`config.mk`:
```
export PLATFORM = sky130hd
export DESIGN_NAME = boot_loader
export DESIGN_NICKNAME = d
export VERILOG_FILES = /design/src/rtl/boot_loader.sv
export SDC_FILE = /design/constraint.sdc
export NUM_CORES = 1
export LEC_CHECK = 0
export ABC_CLOCK_PERIOD_IN_PS = 3200
export CAP_MARGIN = 40
export CELL_PAD_IN_SITES_DETAIL_PLACEMENT = 0
export CELL_PAD_IN_SITES_GLOBAL_PLACEMENT = 1
export CORE_MARGIN = 5
export CORE_UTILIZATION = 47
export DETAILED_ROUTE_END_ITERATION = 16
export HOLD_SLACK_MARGIN = 0.02
export PLACE_DENSITY = 0.92
export REMOVE_ABC_BUFFERS = 1
export SETUP_SLACK_MARGIN = 0.1
export SLEW_MARGIN = 20
export SYNTH_ARGS = -nofsm -noshare
export SYNTH_HDL_FRONTEND = slang
export SYNTH_SLANG_ARGS = --single-unit
```
`constraint.sdc`:
```
create_clock -name clk -period 3.2 [get_ports clk]
set_input_delay 0.48 -clock clk [delete_from_list [all_inputs] [get_ports clk]]
set_output_delay 0.48 -clock clk [all_outputs]
set_load 0.05 [all_outputs]
```
`src/rtl/boot_loader.sv`:
```
// Host-side loader: parses a byte stream into IMEM/DMEM write packets and
// holds the DSP core in reset until a RUN command releases it.
module boot_loader #(
  parameter int INST_ADDR_LEN = 16,
  parameter int INST_WORD_LEN = 32,
  parameter int MEM_ADDR_LEN  = 15,
  parameter int REG_WORD_LEN  = 16
) (
  input  logic                     clk,
  input  logic                     rst,
  input  logic [7:0]               in_data,
  input  logic                     in_valid,
  output logic                     in_ready,
  output logic [INST_ADDR_LEN-1:0] write_addr_i,
  output logic [INST_WORD_LEN-1:0] write_data_i,
  output logic                     write_en_i,
  output logic [MEM_ADDR_LEN-1:0]  write_addr_1,
  output logic [REG_WORD_LEN-1:0]  write_data_1,
  output logic                     write_en_1,
  output logic                     dsp_rst,
  output logic                     done,
  output logic                     error
);

  typedef enum logic [2:0] {
    S_IDLE, S_ADDR_H, S_ADDR_L, S_CNT_H, S_CNT_L, S_DATA, S_WRITE, S_RUN
  } state_t;

  state_t                   r_state;
  state_t                   w_next;
  logic                     r_started;
  logic                     r_isImem;
  logic [INST_ADDR_LEN-1:0] r_addr;
  logic [15:0]              r_count;
  logic [INST_WORD_LEN-9:0] r_word;
  logic [1:0]               r_byteIdx;
  logic [INST_ADDR_LEN-1:0] r_waddrI;
  logic [INST_WORD_LEN-1:0] r_wdataI;
  logic                     r_wenI;
  logic [MEM_ADDR_LEN-1:0]  r_waddr1;
  logic [REG_WORD_LEN-1:0]  r_wdata1;
  logic                     r_wen1;
  logic                     r_error;

  logic                     w_accept;
  logic                     w_lastByte;
  logic                     w_cmdMem;
  logic [15:0]              w_cntNext;

  // r_started delays in_ready by one edge after reset release.
  assign in_ready   = r_started && (r_state != S_WRITE) && (r_state != S_RUN);
  assign w_accept   = in_valid && in_ready;
  assign w_lastByte = r_isImem ? (r_byteIdx == 2'd3) : (r_byteIdx == 2'd1);
  assign w_cmdMem   = (in_data == 8'h01) || (in_data == 8'h02);
  assign w_cntNext  = {r_count[15:8], in_data};

  assign write_addr_i = r_waddrI;
  assign write_data_i = r_wdataI;
  assign write_en_i   = r_wenI;
  assign write_addr_1 = r_waddr1;
  assign write_data_1 = r_wdata1;
  assign write_en_1   = r_wen1;
  assign dsp_rst      = (r_state != S_RUN);
  assign done         = (r_state == S_RUN);
  assign error        = r_error;

  always_ff @(posedge clk or negedge rst) begin
    if (!rst) r_state <= S_IDLE;
    else      r_state <= w_next;
  end

  always_comb begin
    w_next = r_state;
    case (r_state)
      S_IDLE: begin
        if (w_accept) begin
          if (w_cmdMem)               w_next = S_ADDR_H;
          else if (in_data == 8'h03)  w_next = S_RUN;
        end
      end
      S_ADDR_H: if (w_accept) w_next = S_ADDR_L;
      S_ADDR_L: if (w_accept) w_next = S_CNT_H;
      S_CNT_H:  if (w_accept) w_next = S_CNT_L;
      S_CNT_L:  if (w_accept) w_next = (w_cntNext == 16'd0) ? S_IDLE : S_DATA;
      S_DATA:   if (w_accept && w_lastByte) w_next = S_WRITE;
      S_WRITE:  w_next = (r_count == 16'd1) ? S_IDLE : S_DATA;
      S_RUN:    w_next = S_RUN;
      default:  w_next = S_IDLE;
    endcase
  end

  // Strobes are one-cycle pulses launched on the edge that takes the last
  // byte, so they line up exactly with the WRITE state.
  always_ff @(posedge clk or negedge rst) begin
    if (!rst) begin
      r_started <= 1'b0;
      r_isImem  <= 1'b0;
      r_addr    <= '0;
      r_count   <= '0;
      r_word    <= '0;
      r_byteIdx <= '0;
      r_waddrI  <= '0;
      r_wdataI  <= '0;
      r_wenI    <= 1'b0;
      r_waddr1  <= '0;
      r_wdata1  <= '0;
      r_wen1    <= 1'b0;
      r_error   <= 1'b0;
    end else begin
      r_started <= 1'b1;
      r_wenI    <= 1'b0;
      r_wen1    <= 1'b0;
      case (r_state)
        S_IDLE: begin
          if (w_accept) begin
            if (w_cmdMem)              r_isImem <= (in_data == 8'h01);
            else if (in_data != 8'h03) r_error  <= 1'b1;
          end
        end
        S_ADDR_H: if (w_accept) r_addr[15:8]  <= in_data;
        S_ADDR_L: if (w_accept) r_addr[7:0]   <= in_data;
        S_CNT_H:  if (w_accept) r_count[15:8] <= in_data;
        S_CNT_L: begin
          if (w_accept) begin
            r_count[7:0] <= in_data;
            r_byteIdx    <= 2'd0;
          end
        end
        S_DATA: begin
          if (w_accept) begin
            r_word    <= {r_word[INST_WORD_LEN-17:0], in_data};
            r_byteIdx <= r_byteIdx + 2'd1;
            if (w_lastByte) begin
              if (r_isImem) begin
                r_wenI   <= 1'b1;
                r_waddrI <= r_addr;
                r_wdataI <= {r_word, in_data};
              end else begin
                r_wen1   <= 1'b1;
                r_waddr1 <= r_addr[MEM_ADDR_LEN-1:0];
                r_wdata1 <= {r_word[REG_WORD_LEN-9:0], in_data};
              end
            end
          end
        end
        S_WRITE: begin
          r_addr    <= r_addr + 1'b1;
          r_count   <= r_count - 16'd1;
          r_byteIdx <= 2'd0;
        end
        default: ;
      endcase
    end
  end

endmodule

```
==> results of run 1 <==
## power breakdown
group | leakage, uW | internal [uW] | switching [uW] | total (uW)
Sequential | 0.00189 | 2320 | 526 | 2840
Clock | 0.000287 | 1270 | 762 | 2040
Combinational | 0.00158 | 914 | 1380 | 2300
## kinds of logic after synthesis
| family | Yosys count |
|---|---|
| AOI/OAI and AO/OA | 101 |
| other | 1 |
| adders and majority gates | 3 |
| muxes | 99 |
| xor gates and xnor gates | 2 |
| buffers and inverters | 39 |
| DFF | 145 |
| and+or+nand+nor | 144 |
## per-layer routing
layer | vias up | GRT usage, % | routed length (microns)
li1 | 2148 | - | -
met1 | 2316 | 25.03 | 6200
met2 | 193 | 32.60 | 7899
met3 | 33 | 5.044 | 999
met4 | 0 | 8.202 | 429
met5 | - | 0 | 0
## cell usage after synthesis (6+ instances only)
cell,n
dfrtp_1,145
mux2_2,78
nor2_1,41
nand2_1,32
o21ai_0,29
a21oi_1,26
mux2_4,21
nor3_1,18
clkbuf_1,14
inv_1,13
nand3_1,12
a211oi_1,7
a311oi_1,7
and3_1,6
nand4_1,6
## stage by stage
stage	setup TNS [ns]	std cells	power [uW]	hold WS, ns	worst slack, ns
detailed placement	0	793	5142	0.4705	0.4995
global placement	0	793	5033	0.4470	0.5557
global route	0	825	7551	0.1483	0.2568
floorplan	-4.315	508	4322	0.1844	-0.08989
finish	0	825	7178	0.08723	0.3842
CTS	0	825	7205	0.1133	0.3857
## state kept, by name, indices dropped and copies added, names as in the netlist
name,flops
write_data_i,32
r_word,24
r_addr,16
r_count,16
write_addr_i,16
write_data_1,16
write_addr_1,15
r_state,3
r_byteIdx,2
error,1
r_isImem,1
r_started,1
write_en_1,1
write_en_i,1
## how the worst max path moves through the flow
stage                            to  slack, ns  startpoint
CTS                        in_ready       0.39  r_state[1]
global placement    write_addr_1[5]       0.56    in_valid
finish                     in_ready       0.38  r_state[1]
detailed placement  write_addr_1[4]       0.50    in_valid
floorplan           write_addr_i[0]      -0.09  r_state[0]
global route               in_ready       0.26  r_state[1]
## layout make-up
type / instances / area share (%)
Clock buffer: 21 / 5.619
Inverter: 13 / 0.5955
Clock inverter: 11 / 1.848
Sequential cell: 145 / 44.28
Tap cell: 176 / 2.687
Timing Repair Buffer: 109 / 13.21
Multi-Input combinational cell: 350 / 31.76
==> impl_metrics.py, run 1 <==
metrics = {
    "routing": {
        "firstDrtPassIters": 5,
        "dr.first_iter.drc_count": 437,
        "antenna_left": 0,
        "wl_mm": 15.53,
        "dr_total_vias": 4690,
        "via_per_inst": 5.685,
        "routedWlPerCell_microns": 18.82,
        "drcViolationCount": 0,
    },
    "logic_synthesis": {
        "synth_seq_cells": 145,
        "synthMuxAreaShare_pct": 18.62,
        "synthFlopType": "dfrtp_1",
        "netlist_top_cells_area": "dfrtp_1 57%, mux2_2 14%, mux2_4 4.9%",
        "syn_avg_cell_area_sq_um": 12.01,
        "synth-warning-count": 0,
        "yosys.area.top_type": "dfrtp_1",
        "ys_async_sr_fraction_pct": 100.0,
        "synth_fa_ha_area_share_pct": 0.5855,
        "synth_top_family_by_area": "multiplexers",
        "ys_types": 50,
        "synth-xor-area-share_pct": 0.2732,
        "netlist_area_sq_mm": 0.006411,
        "netlist.area_leader.share_pct": 56.60,
        "syn_inst": 534,
        "yosysSeqAreaShare_pct": 56.60,
        "synth_compound_area_share_pct": 9.934,
        "synth-simple-area-share_pct": 11.09,
        "synth_edf_count": 0,
    },
    "floorplanning": {
        "initial_core_util_pct": 48.22,
        "die_h_microns": 126.8,
        "core_area_sq_mm": 0.01330,
        "die_w_microns": 126.8,
        "die-area_sq_mm": 0.01608,
        "rows": 42,
        "io_pins": 96,
    },
    "grt": {
        "grt_pass1_wl_mm": 25.28,
        "antenna_found_initial": 0,
        "grt_max_degree": 84,
        "overflow": 0,
        "grt_use_total_pct": 19.81,
        "grt_pass1_vias": 4788,
    },
    "cts": {
        "cts-buffers-inserted": 17,
        "cts-root-buf": "clkbuf_16",
        "postCtsHoldBufs": 0,
        "cts_setup_buffers": 0,
        "cts_tree": "built",
        "clock_sinks": 145,
        "clockBufferDepth": 2,
        "clk_latency_ns": 0.42,
        "ctsResizeCount": 0,
        "h-tree-depth": 4,
        "clkTransAtPathRegs_ns": 0.06,
    },
    "place": {
        "post_dp_cell_area_sq_mm": 0.007582,
        "dpl.hpwl_mm": 10.49,
        "place_congestion": 0.8575,
        "io_buffers": 95,
    },
    "critical_path": {
        "start_kind": "flip-flop",
        "critPathRequiredTime_ns": 2.72,
        "r2r-end": "write_addr_1[8]",
        "r2r_slack_ns": 0.76,
        "crit_cells": 3,
        "worstPathMaxFanout": 15,
        "timing.rr.start": "r_state[0]",
        "reg2reg_depth": 5,
        "cp.arrival_ns": 2.34,
        "path_buf_inv": 1,
        "worst_setup_path_end_kind": "output port",
        "cpPeakStageDelay_ns": 0.70,
        "cp_cell_sequence": "nand2_1, and2_1, clkdlybuf4s50_1",
        "crit_type": "flip-flop to output port",
        "crit_family": "buffers and inverters",
        "cp_slowest_cell": "clkdlybuf4s50_1",
    },
    "hold_path": {
        "hold_class": "primary input to async pin",
    },
    "pwr": {
        "p_per_area_mw_per_mm2": 876.0,
        "ir_drop_uv": 538.7,
        "cellLeakagePower_uw": 0.003760,
    },
    "sta": {
        "setup_viol": 0,
        "worstMarginPinSlew_ns": 0.7523,
        "max_freq_mhz": 355.1,
        "finalCriticalPeriod_ns": 2.816,
        "period_share_pct": 87.99,
        "drv_slew": 0,
        "rsz0062_at_grt": "no",
        "max-slew-margin-rel_pct": 49.38,
        "hold_violations": 0,
        "skew_ns": 0.005944,
    },
    "cells_and_area": {
        "areaGrowthSynthToFinish_pct": 27.81,
        "mostFrequentLayoutCells": "145 x dfrtp_1, 94 x clkdlybuf4s50_1, 78 x mux2_2, 41 x nor2_1, 32 x nand2_1",
        "diodes": 0,
        "final_common_cell": "dfrtp_1",
        "final_cell_area_sq_mm": 0.008194,
        "seqCellArea_sq_mm": 0.003628,
        "multi_input_area_sq_mm": 0.002603,
        "final_util_pct": 61.63,
        "fill_cells": 1040,
        "layout.nets": 650,
        "layout-drive-gt1-share_pct": 23.27,
    },
    "status": {
        "status": "completed",
    },
    "flow_run": {
        "cap_violations": 0,
    },
}
Note: power is estimated with default switching activity, not from simulation.
==> inputs of run 2 (changes only) <==
--- a/config.mk
+++ b/config.mk
@@ -10,10 +10,11 @@
 export CELL_PAD_IN_SITES_DETAIL_PLACEMENT = 0
 export CELL_PAD_IN_SITES_GLOBAL_PLACEMENT = 1
 export CORE_MARGIN = 5
-export CORE_UTILIZATION = 47
+export CORE_UTILIZATION = 54
 export DETAILED_ROUTE_END_ITERATION = 16
+export DONT_BUFFER_PORTS = 1
 export HOLD_SLACK_MARGIN = 0.02
-export PLACE_DENSITY = 0.92
+export PLACE_DENSITY = 0.9
 export REMOVE_ABC_BUFFERS = 1
 export SETUP_SLACK_MARGIN = 0.1
 export SLEW_MARGIN = 20
==> impl_metrics.py, run 2 (synthesized netlist as in run 1, its figures left out) <==
metrics = {
    "status": {
        "status": "finished with violations",
        "violations": "negative hold slack",
    },
    "cts": {
        "h-tree-depth": 4,
        "ctsResizeCount": 0,
        "clk_latency_ns": 0.42,
        "clockBufferDepth": 2,
        "clock_sinks": 145,
        "cts_setup_buffers": 0,
        "cts-root-buf": "clkbuf_16",
        "clkTransAtPathRegs_ns": 0.06,
        "cts-buffers-inserted": 17,
        "cts_tree": "built",
    },
    "cells_and_area": {
        "final_common_cell": "dfrtp_1",
        "layout.nets": 549,
        "mostFrequentLayoutCells": "145 x dfrtp_1, 78 x mux2_2, 41 x nor2_1, 32 x nand2_1, 29 x o21ai_0",
        "diodes": 0,
        "layout-drive-gt1-share_pct": 26.64,
        "largest_register_ffs": 32,
        "finalNonFillerCells": 691,
        "areaGrowthSynthToFinish_pct": 11.03,
        "final_util_pct": 61.81,
        "fill_cells": 875,
    },
    "pwr": {
        "cellLeakagePower_uw": 0.003401,
        "ir_drop_uv": 357.9,
        "p_per_area_mw_per_mm2": 945.3,
    },
    "critical_path": {
        "worst_setup_path_end_kind": "output port",
        "crit_type": "flip-flop to output port",
        "cp.arrival_ns": 2.13,
        "timing.rr.start": "r_state[0]",
        "start_kind": "flip-flop",
        "reg2reg_depth": 6,
        "worstPathMaxFanout": 15,
        "critPathRequiredTime_ns": 2.72,
        "r2r-end": "write_addr_1[9]",
        "r2r_slack_ns": 0.79,
    },
    "routing": {
        "firstDrtPassIters": 5,
        "dr.first_iter.drc_count": 353,
        "route.met3.wl_mm": 1.034,
        "antenna_left": 0,
        "via_per_inst": 6.279,
        "wirelength_met1_mm": 5.992,
        "wl_met2_mm": 7.084,
        "wl_mm": 14.35,
        "routedWlPerCell_microns": 20.76,
        "drcViolationCount": 0,
        "dr_total_vias": 4339,
        "top_layer": "met4",
    },
    "sta": {
        "fin_setup_tns_ns": 0,
        "setup_viol": 0,
        "max_freq_mhz": 383.7,
        "finalCriticalPeriod_ns": 2.606,
        "worstMarginPinSlew_ns": 0.7448,
        "drv_slew": 0,
        "hold_violations": 145,
        "max-slew-margin-rel_pct": 49.89,
        "period_share_pct": 81.45,
        "skew_ns": 0.01158,
        "setup_ws_ns": 0.5937,
        "rsz0062_at_grt": "no",
        "hold_ws_ns": -0.2387,
    },
    "flow_run": {
        "cap_violations": 0,
    },
    "grt": {
        "antenna_found_initial": 0,
        "grt_pass1_wl_mm": 23.64,
        "overflow": 0,
        "grt_use_total_pct": 21.08,
        "grt_max_degree": 146,
        "grt_pass1_vias": 4316,
    },
    "floorplanning": {
        "die-area_sq_mm": 0.01415,
        "initial_core_util_pct": 55.67,
        "io_pins": 96,
        "core_area_sq_mm": 0.01152,
        "rows": 39,
        "die_w_microns": 119.0,
        "die_h_microns": 119.0,
    },
    "place": {
        "dpl.hpwl_mm": 9.397,
        "place_congestion": 0.8572,
        "pre_cts_slack_ns": 0.8216,
        "dp.cells": 658,
        "io_buffers": 0,
    },
    "hold_path": {
        "hold_class": "primary input to async pin",
    },
}
==> run 2: cell types whose count changed in the layout (fill, tap and decap cells not counted), moves of 2 or more <==
cell             previous run  this run
bufinv_16                   3         1
clkbuf_1                    2         0
clkdlybuf4s50_1            94         0
clkinvlp_4                  4         0
buf_4                      12         5
clkinv_4                    0         2
clkbuf_8                    2         0
inv_8                       0         3
inv_6                       3         7
==> run 2: layout make-up <==
class	instances	area [sq um]	share of cell area (%)
multi-input combinational	350	2603	36.56
clock buffer	17	425.4	5.976
timing repair buffer	8	70.07	0.9844
tap	143	178.9	2.514
inverter	13	48.80	0.6855
clock inverter	15	163.9	2.303
sequential	145	3628	50.98
==> run 2: metal layers <==
metal / vias up / GRT usage (%)
met1: 2203 / 26.90
met3: 17 / 7.488
met4: 0 / 7.241
li1: 1953 / -
met2: 166 / 33.64
met5: - / 0
==> run 2: report_power, final <==
part           switching, uW  total [uW]  internal [uW]  leakage, uW
sequential               996        3300           2310      0.00189
clock                    846        1960           1110     0.000293
combinational            809        1470            660      0.00122
==> run 2: worst max-delay path by stage <==
stage	endpoint	slack [ns]	startpoint
after floorplan	write_addr_i[0]	-0.09	r_state[0]
after global placement	write_addr_1[10]	0.77	r_state[0]
after detailed placement	write_data_1[10]	0.82	r_state[0]
after CTS	done	0.59	r_state[1]
after global routing	done	0.48	r_state[1]
final	done	0.59	r_state[1]
==> run 2: critical path, cell delays in order (launching register included) <==
cell and delay (ns):
dfrtp_1 0.61, nand3_1 0.56, inv_1 0.54
==> run 2: stage by stage <==
stage | power, uW | area (sq um)
floorplan | 4322 | 6277
global placement | 4661 | 6496
detailed placement | 4765 | 6521
CTS | 6742 | 7111
global route | 7103 | 7118
finish | 6729 | 7118
